### src/rtl/upcount_ctrl.sv
// Sequencing controller for an external 8-bit load/increment up counter.
// Define UPCOUNT_CTRL_RELOAD_EN to honour auto_rl (auto-reload and reload_cnt).
module upcount_ctrl #(
  parameter int unsigned DIV = 1
) (
  input  logic       clk,
  input  logic       rst,
  input  logic       start,
  input  logic       halt,
  input  logic       abort,
  input  logic       auto_rl,
  input  logic [7:0] start_val,
  input  logic [7:0] end_val,
  input  logic [7:0] cnt_q,
  output logic       cnt_ld,
  output logic       cnt_inc,
  output logic [7:0] cnt_data,
  output logic       busy,
  output logic       done,
  output logic [7:0] reload_cnt
);

  localparam logic [7:0] DivLast = 8'(DIV - 1);

  typedef enum logic [1:0] {
    S_IDLE = 2'd0,
    S_LOAD = 2'd1,
    S_RUN  = 2'd2,
    S_DONE = 2'd3
  } state_t;

  state_t     state_q, state_d;
  logic [7:0] start_q, start_d;
  logic [7:0] end_q, end_d;
  logic       arl_q, arl_d;
  logic [7:0] div_q, div_d;
  logic       done_q, done_d;
  logic [7:0] rl_q, rl_d;
  logic       terminal_s;

  assign terminal_s = (cnt_q == end_q);

  always_ff @(posedge clk or posedge rst) begin
    if (rst) begin
      state_q <= S_IDLE;
      start_q <= 8'd0;
      end_q   <= 8'd0;
      arl_q   <= 1'b0;
      div_q   <= 8'd0;
      done_q  <= 1'b0;
      rl_q    <= 8'd0;
    end else begin
      state_q <= state_d;
      start_q <= start_d;
      end_q   <= end_d;
      arl_q   <= arl_d;
      div_q   <= div_d;
      done_q  <= done_d;
      rl_q    <= rl_d;
    end
  end

  always_comb begin
    state_d = state_q;
    start_d = start_q;
    end_d   = end_q;
    arl_d   = arl_q;
    div_d   = div_q;
    done_d  = 1'b0;
    rl_d    = rl_q;
    cnt_ld  = 1'b0;
    cnt_inc = 1'b0;
    case (state_q)
      S_IDLE: begin
        if (start && !abort) begin
          state_d = S_LOAD;
          start_d = start_val;
          end_d   = end_val;
`ifdef UPCOUNT_CTRL_RELOAD_EN
          arl_d   = auto_rl;
`else
          arl_d   = 1'b0 & auto_rl;
`endif
          rl_d    = 8'd0;
        end else begin
          state_d = S_IDLE;
        end
      end
      S_LOAD: begin
        if (abort) begin
          state_d = S_IDLE;
        end else begin
          cnt_ld  = 1'b1;
          div_d   = 8'd0;
          state_d = S_RUN;
        end
      end
      S_RUN: begin
        // Terminal detection outranks pacing; the increment is suppressed that cycle.
        if (abort) begin
          state_d = S_IDLE;
        end else if (terminal_s) begin
          done_d = 1'b1;
          if (arl_q) begin
            state_d = S_LOAD;
            rl_d    = (rl_q == 8'hFF) ? rl_q : rl_q + 8'd1;
          end else begin
            state_d = S_DONE;
          end
        end else if (!halt) begin
          if (div_q == DivLast) begin
            cnt_inc = 1'b1;
            div_d   = 8'd0;
          end else begin
            div_d   = div_q + 8'd1;
          end
        end else begin
          div_d = div_q;
        end
      end
      S_DONE: begin
        state_d = S_IDLE;
      end
      default: begin
        state_d = S_IDLE;
      end
    endcase
  end

  assign cnt_data   = start_q;
  assign busy       = (state_q != S_IDLE);
  assign done       = done_q;
  assign reload_cnt = rl_q;

endmodule
### config.mk
export PLATFORM = sky130hd
export DESIGN_NAME = upcount_ctrl
export DESIGN_NICKNAME = d
export VERILOG_FILES = /design/src/rtl/upcount_ctrl.sv
export SDC_FILE = /design/constraint.sdc
export NUM_CORES = 1
export LEC_CHECK = 0
export ABC_AREA = 1
export BUFFER_PORTS_ARGS = -buffer_cell sky130_fd_sc_hd__buf_2
export CAP_MARGIN = 25
export CORE_UTILIZATION = 28
export CTS_CLUSTER_DIAMETER = 40
export DETAILED_ROUTE_END_ITERATION = 8
export PLACE_DENSITY = 0.45
export SLEW_MARGIN = 20
export SYNTH_ARGS = -nofsm -noshare
export SYNTH_HDL_FRONTEND = slang
export SYNTH_SLANG_ARGS = --single-unit
### constraint.sdc
create_clock -name clk -period 1.7 [get_ports clk]
set_input_delay 0.17 -clock clk [delete_from_list [all_inputs] [get_ports clk]]
set_output_delay 0.17 -clock clk [all_outputs]
set_load 0.02 [all_outputs]
# Word-level counts from Yosys, hierarchy flattened
# Index checks and enable logic that the tools add are counted.
[totals]
ff_bits = 35
input_bits = 30
[op_classes]
n_addsub = 1
n_eq_ne = 13
mux = 23
n_bitwise = 1
reduce_logical = 10
[op_table]
columns = ["op", "n"]
rows = [
  ["$mux W8", 7],
  ["$pmux W8 S2", 1],
  ["$ne A2 B2 Y1 const B", 7],
  ["$mux W1", 11],
  ["$add A8 B1 Y8 const B", 1],
  ["$eq A8 B8 Y1", 1],
  ["$eq A8 B8 Y1 const B", 1],
  ["$logic_not A8 Y1", 1],
  ["$pmux W2 S4", 1],
  ["$mux W2", 3],
  ["$reduce_and A6 Y1", 1],
  ["$reduce_bool A2 Y1", 3],
  ["$reduce_and A5 Y1", 1],
  ["$eq A2 B2 Y1 const B", 2],
  ["$ne A3 B3 Y1 const B", 1],
  ["$eq A2 B1 Y1 const B", 1],
  ["$logic_not A2 Y1", 1],
  ["$reduce_and A2 Y1", 1],
  ["$logic_and A1 B1 Y1", 1],
  ["$logic_not A1 Y1", 1],
  ["$not A1 Y1", 1],
]

# Logic depth before layout (Yosys ltp)
[depth]
word_depth = 6
ltp_mapped = 11
depth_no_buf = 11

# Worst setup path before layout
# No wires, ideal clock.
[synth_path]
path_kind = "register to output"
startpoint = "register state_q[0]"
endpoint = "output port cnt_inc"
t_arrival_ps = 1286
required_time_ps = 1530
setup_slack_ps = 244
path_stages_with_launch = 6
path_buffers = 0
cell_sequence = "dfrtp_1 > nor2_2 > inv_2 > nor2_8 > nand2_4 > nor3_1"
[synth_between]
elab_chain_len = 2
[synth_rtl]
columns = ["item", "line", "rtl"]
rows = [
  ["start, declared", "32", "state_t state_q, state_d;"],
  ["start signal, assigned", "53", "state_q <= state_d;"],
  ["$eq A2 B2 Y1", "73", "case (state_q)"],
  ["$mux W1", "73", ""],
  ["end, declared", "16", "output logic cnt_inc,"],
]
# No other way between the ends.

# Worst setup path after layout
[layout_path]
startpoint = "register div_q[0]"
endpoint = "output port cnt_inc"
[layout_between]
elab_chain_len = 6
[layout_rtl]
columns = ["item", "line", "rtl"]
rows = [
  ["start, declared", "36", "logic [7:0] div_q, div_d;"],
  ["start signal, assigned", "57", "div_q <= div_d;"],
  ["$logic_not A8 Y1", "111", "if (div_q == DivLast) begin"],
  ["$mux W1", "111", ""],
  ["$mux W1", "110", "end else if (!halt) begin"],
  ["$mux W1", "102", "end else if (terminal_s) begin"],
  ["$mux W1", "100", "if (abort) begin"],
  ["$mux W1", "73", ""],
]
# No other way between the ends.

==> results_dict.tcl <==
set metrics [dict create \
    status "finished clean" \
    skew_ns 0.004926 \
    antenna_found_initial 0 \
    power.density_nw_per_um2 833.1 \
    cts_max_level 1 \
    fill_cells 570 \
    fmax_mhz 630.4 \
    synth_edf_count 0 \
    start_kind "flop" \
    syn_area_per_cell_um2 8.815 \
    required_ns 1.53 \
    r2r-end "cnt_data[0]" \
    insertion_delay_ns 0.28 \
    final_cells 297 \
    hold_end "cnt_data[5]" \
    multiInputGateArea_um2 780.7 \
    critPathArrivalTime_ns 1.42 \
    core_um2 5238 \
    gr-total-overflow 0 \
    area_growth_pct 24.00 \
    synth_top_cells_by_count "nand2_1, dfrtp_1, inv_1" \
    initial_utilization 0.2996 \
    synth.top_cell.area_share 0.4306 \
    pre_cts_ws_ns 0.2585 \
    drc_errors 0 \
    hold_ws_ns 0.1066 \
    drive_gt1_frac 0.3789 \
    synth.most_common_cell "nand2_1" \
    syn_area_um2 1569 \
    ant_nets 0 \
    nets 260 \
    power_leakage_nw 1.041 \
    root_buffer "clkbuf_8" \
    fp.dieW_um 76.86 \
    netlist_instances 178 \
    num_rows 26 \
    peakVddDrop_mv 0.3927 \
    min_period_ns 1.586 \
    seq_area_um2 676.9 \
    final_util 0.3715 \
    rsz0062_at_grt "yes" \
    ys.flop_type "dfrtp_1" \
    async_reset_ff_frac 1.000 \
    wl_per_cell_um 10.38 \
    vias 1216 \
    finalSetupViolations 0 \
    grt_pass1_wl_um 5147 \
    die_h_um 76.86 \
    drt_wl_total_um 3082 \
    clock-sinks 27 \
    worstHoldStart "start_val[5]" \
    ioPinCount 50 \
    ys_types 28 \
    cts.path.max_buffers 2 \
    r2r_start "state_q[0]" \
    yosysWarnings 0 \
    hold_violations 0 \
    grt_pass1_vias 1142 \
    yosysTopAreaCell "dfrtp_1" \
    portBuffers 40 \
    r2r_cells 3 \
    synthTopCellsByArea "dfrtp_1, nand2_1, mux2_4, buf_4, inv_1" \
    globalplace.congestion 0.7530 \
    maxCapViolations 0 \
    drt_first_pass_iters 4 \
    numCtsBuffers 3 \
    finalMaxSlewViolations 0 \
    crit_type "reg -> out" \
    dpl.hpwl_um 2174 \
    place_inst 287 \
    ys_seq_area_frac 0.4306 \
    tritoncts "yes" \
    drtIter0Drc 64 \
    diodes 0 \
    die_area_um2 5907 \
    synth-seq-cells 27 \
    drt-vias-per-instance 4.094 \
    grt_max_degree 28 \
    worst_slack_ns 0.1136 \
    period_share 0.9331 \
    reg2reg_slack_ns 0.27 \
    path_max_fanout 4 \
    hp-class "in -> reg" \
    min_path_cells 2 \
    end_kind "output pin" \
    grt_util_all_layers 0.1085 \
    clk_pin_slew_worst_paths_ns 0.10 \
]
[logic make-up after synthesis]
group | synth area share
compound gates | 0.02551
xor+xnor | 0.02233
fa+ha+maj | 0.01595
buf+inv | 0.1029
flops | 0.4306
mux | 0.1005
other cells | 0.002390
simple gates | 0.2998
[critical path: stages (launching register included)]
cell and delay, ns:
dfrtp_1 0.43, inv_1 0.09, ha_1 0.15, nand4_1 0.13
nor3_2 0.17, buf_4 0.16
[state kept, by name (all words and copies together) (netlist names)]
| register | cells |
|---|---|
| cnt_data | 8 |
| div_q | 8 |
| end_q | 8 |
| state_q | 2 |
| done | 1 |
[per-stage QoR]
| stage | cell area (um2) | power [W] | TNS (ns) |
|---|---|---|---|
| 5_1_grt | 1946 | 0.001730 | -0.02348 |
| 3_3_place_gp | 1819 | 0.001215 | 0 |
| 3_5_place_dp | 1819 | 0.001221 | 0 |
| 6_report | 1946 | 0.001621 | 0 |
| 2_1_floorplan | 1595 | 0.001108 | 0 |
| 4_1_cts | 1887 | 0.001633 | 0 |
[final cells by class]
class,instances,share of cell area
inverters,22,0.04373
repair buffers,48,0.1363
flip-flops and latches,27,0.3479
clock inverters,1,0.004502
multi-input cells,126,0.4013
clock buffers,3,0.02122
well taps,70,0.04502
[cells in the final DEF (no fill, tap or decap), types with 2 or more instances in the layout]
cell type,n
nand2_1,48
ha_1,2
buf_2,39
clkbuf_8,3
nor3b_1,2
inv_1,16
nor2_1,13
nand3_1,11
mux2_2,2
inv_2,5
nand2_4,2
xnor2_1,2
mux2_4,9
buf_4,8
nor2_2,4
dfrtp_1,26
nand2_2,2
a21oi_1,7
conb_1,8
nor3_2,2
[per-layer routing]
layer	share of wire	GRT usage	vias to the layer above
met5	0	0	-
met3	0.052	0.02619	5
li1	-	-	634
met4	0.013	0.03462	0
met1	0.49	0.1382	540
met2	0.44	0.1795	37
[power breakdown]
| part | leakage [nW] | switching (W) | internal [W] | total [W] |
|---|---|---|---|---|
| Sequential | 0.334 | 0.0000546 | 0.000728 | 0.000783 |
| Clock | 0.0261 | 0.000227 | 0.000173 | 0.000400 |
| Combinational | 0.680 | 0.000235 | 0.000203 | 0.000438 |
| Total | 1.04 | 0.000517 | 0.00110 | 0.00162 |
[worst max path at each step]
| stage | start | end | slack, ns | depth (start not counted) |
|---|---|---|---|---|
| after floorplan | state_q[0] | cnt_inc | 0.24 | 5 |
| final | div_q[0] | cnt_inc | 0.11 | 5 |
| after global routing | end_q[2] | cnt_inc | -0.02 | 7 |
| after CTS | div_q[5] | cnt_inc | 0.03 | 4 |
| after detailed placement | state_q[0] | cnt_data[0] | 0.26 | 3 |
| after global placement | state_q[0] | cnt_data[4] | 0.28 | 3 |
[what timing repair did]
| action | CTS | global route |
|---|---|---|
| hold buffers | 1 | 0 |
| pin swaps | 0 | 7 |
| setup buffers | 0 | 5 |
| endpoints found under the hold margin | 27 | 0 |
| resized for setup | 2 | 5 |
| setup endpoints to repair | 1 | 1 |
Note: power is estimated with default switching activity, not from simulation.
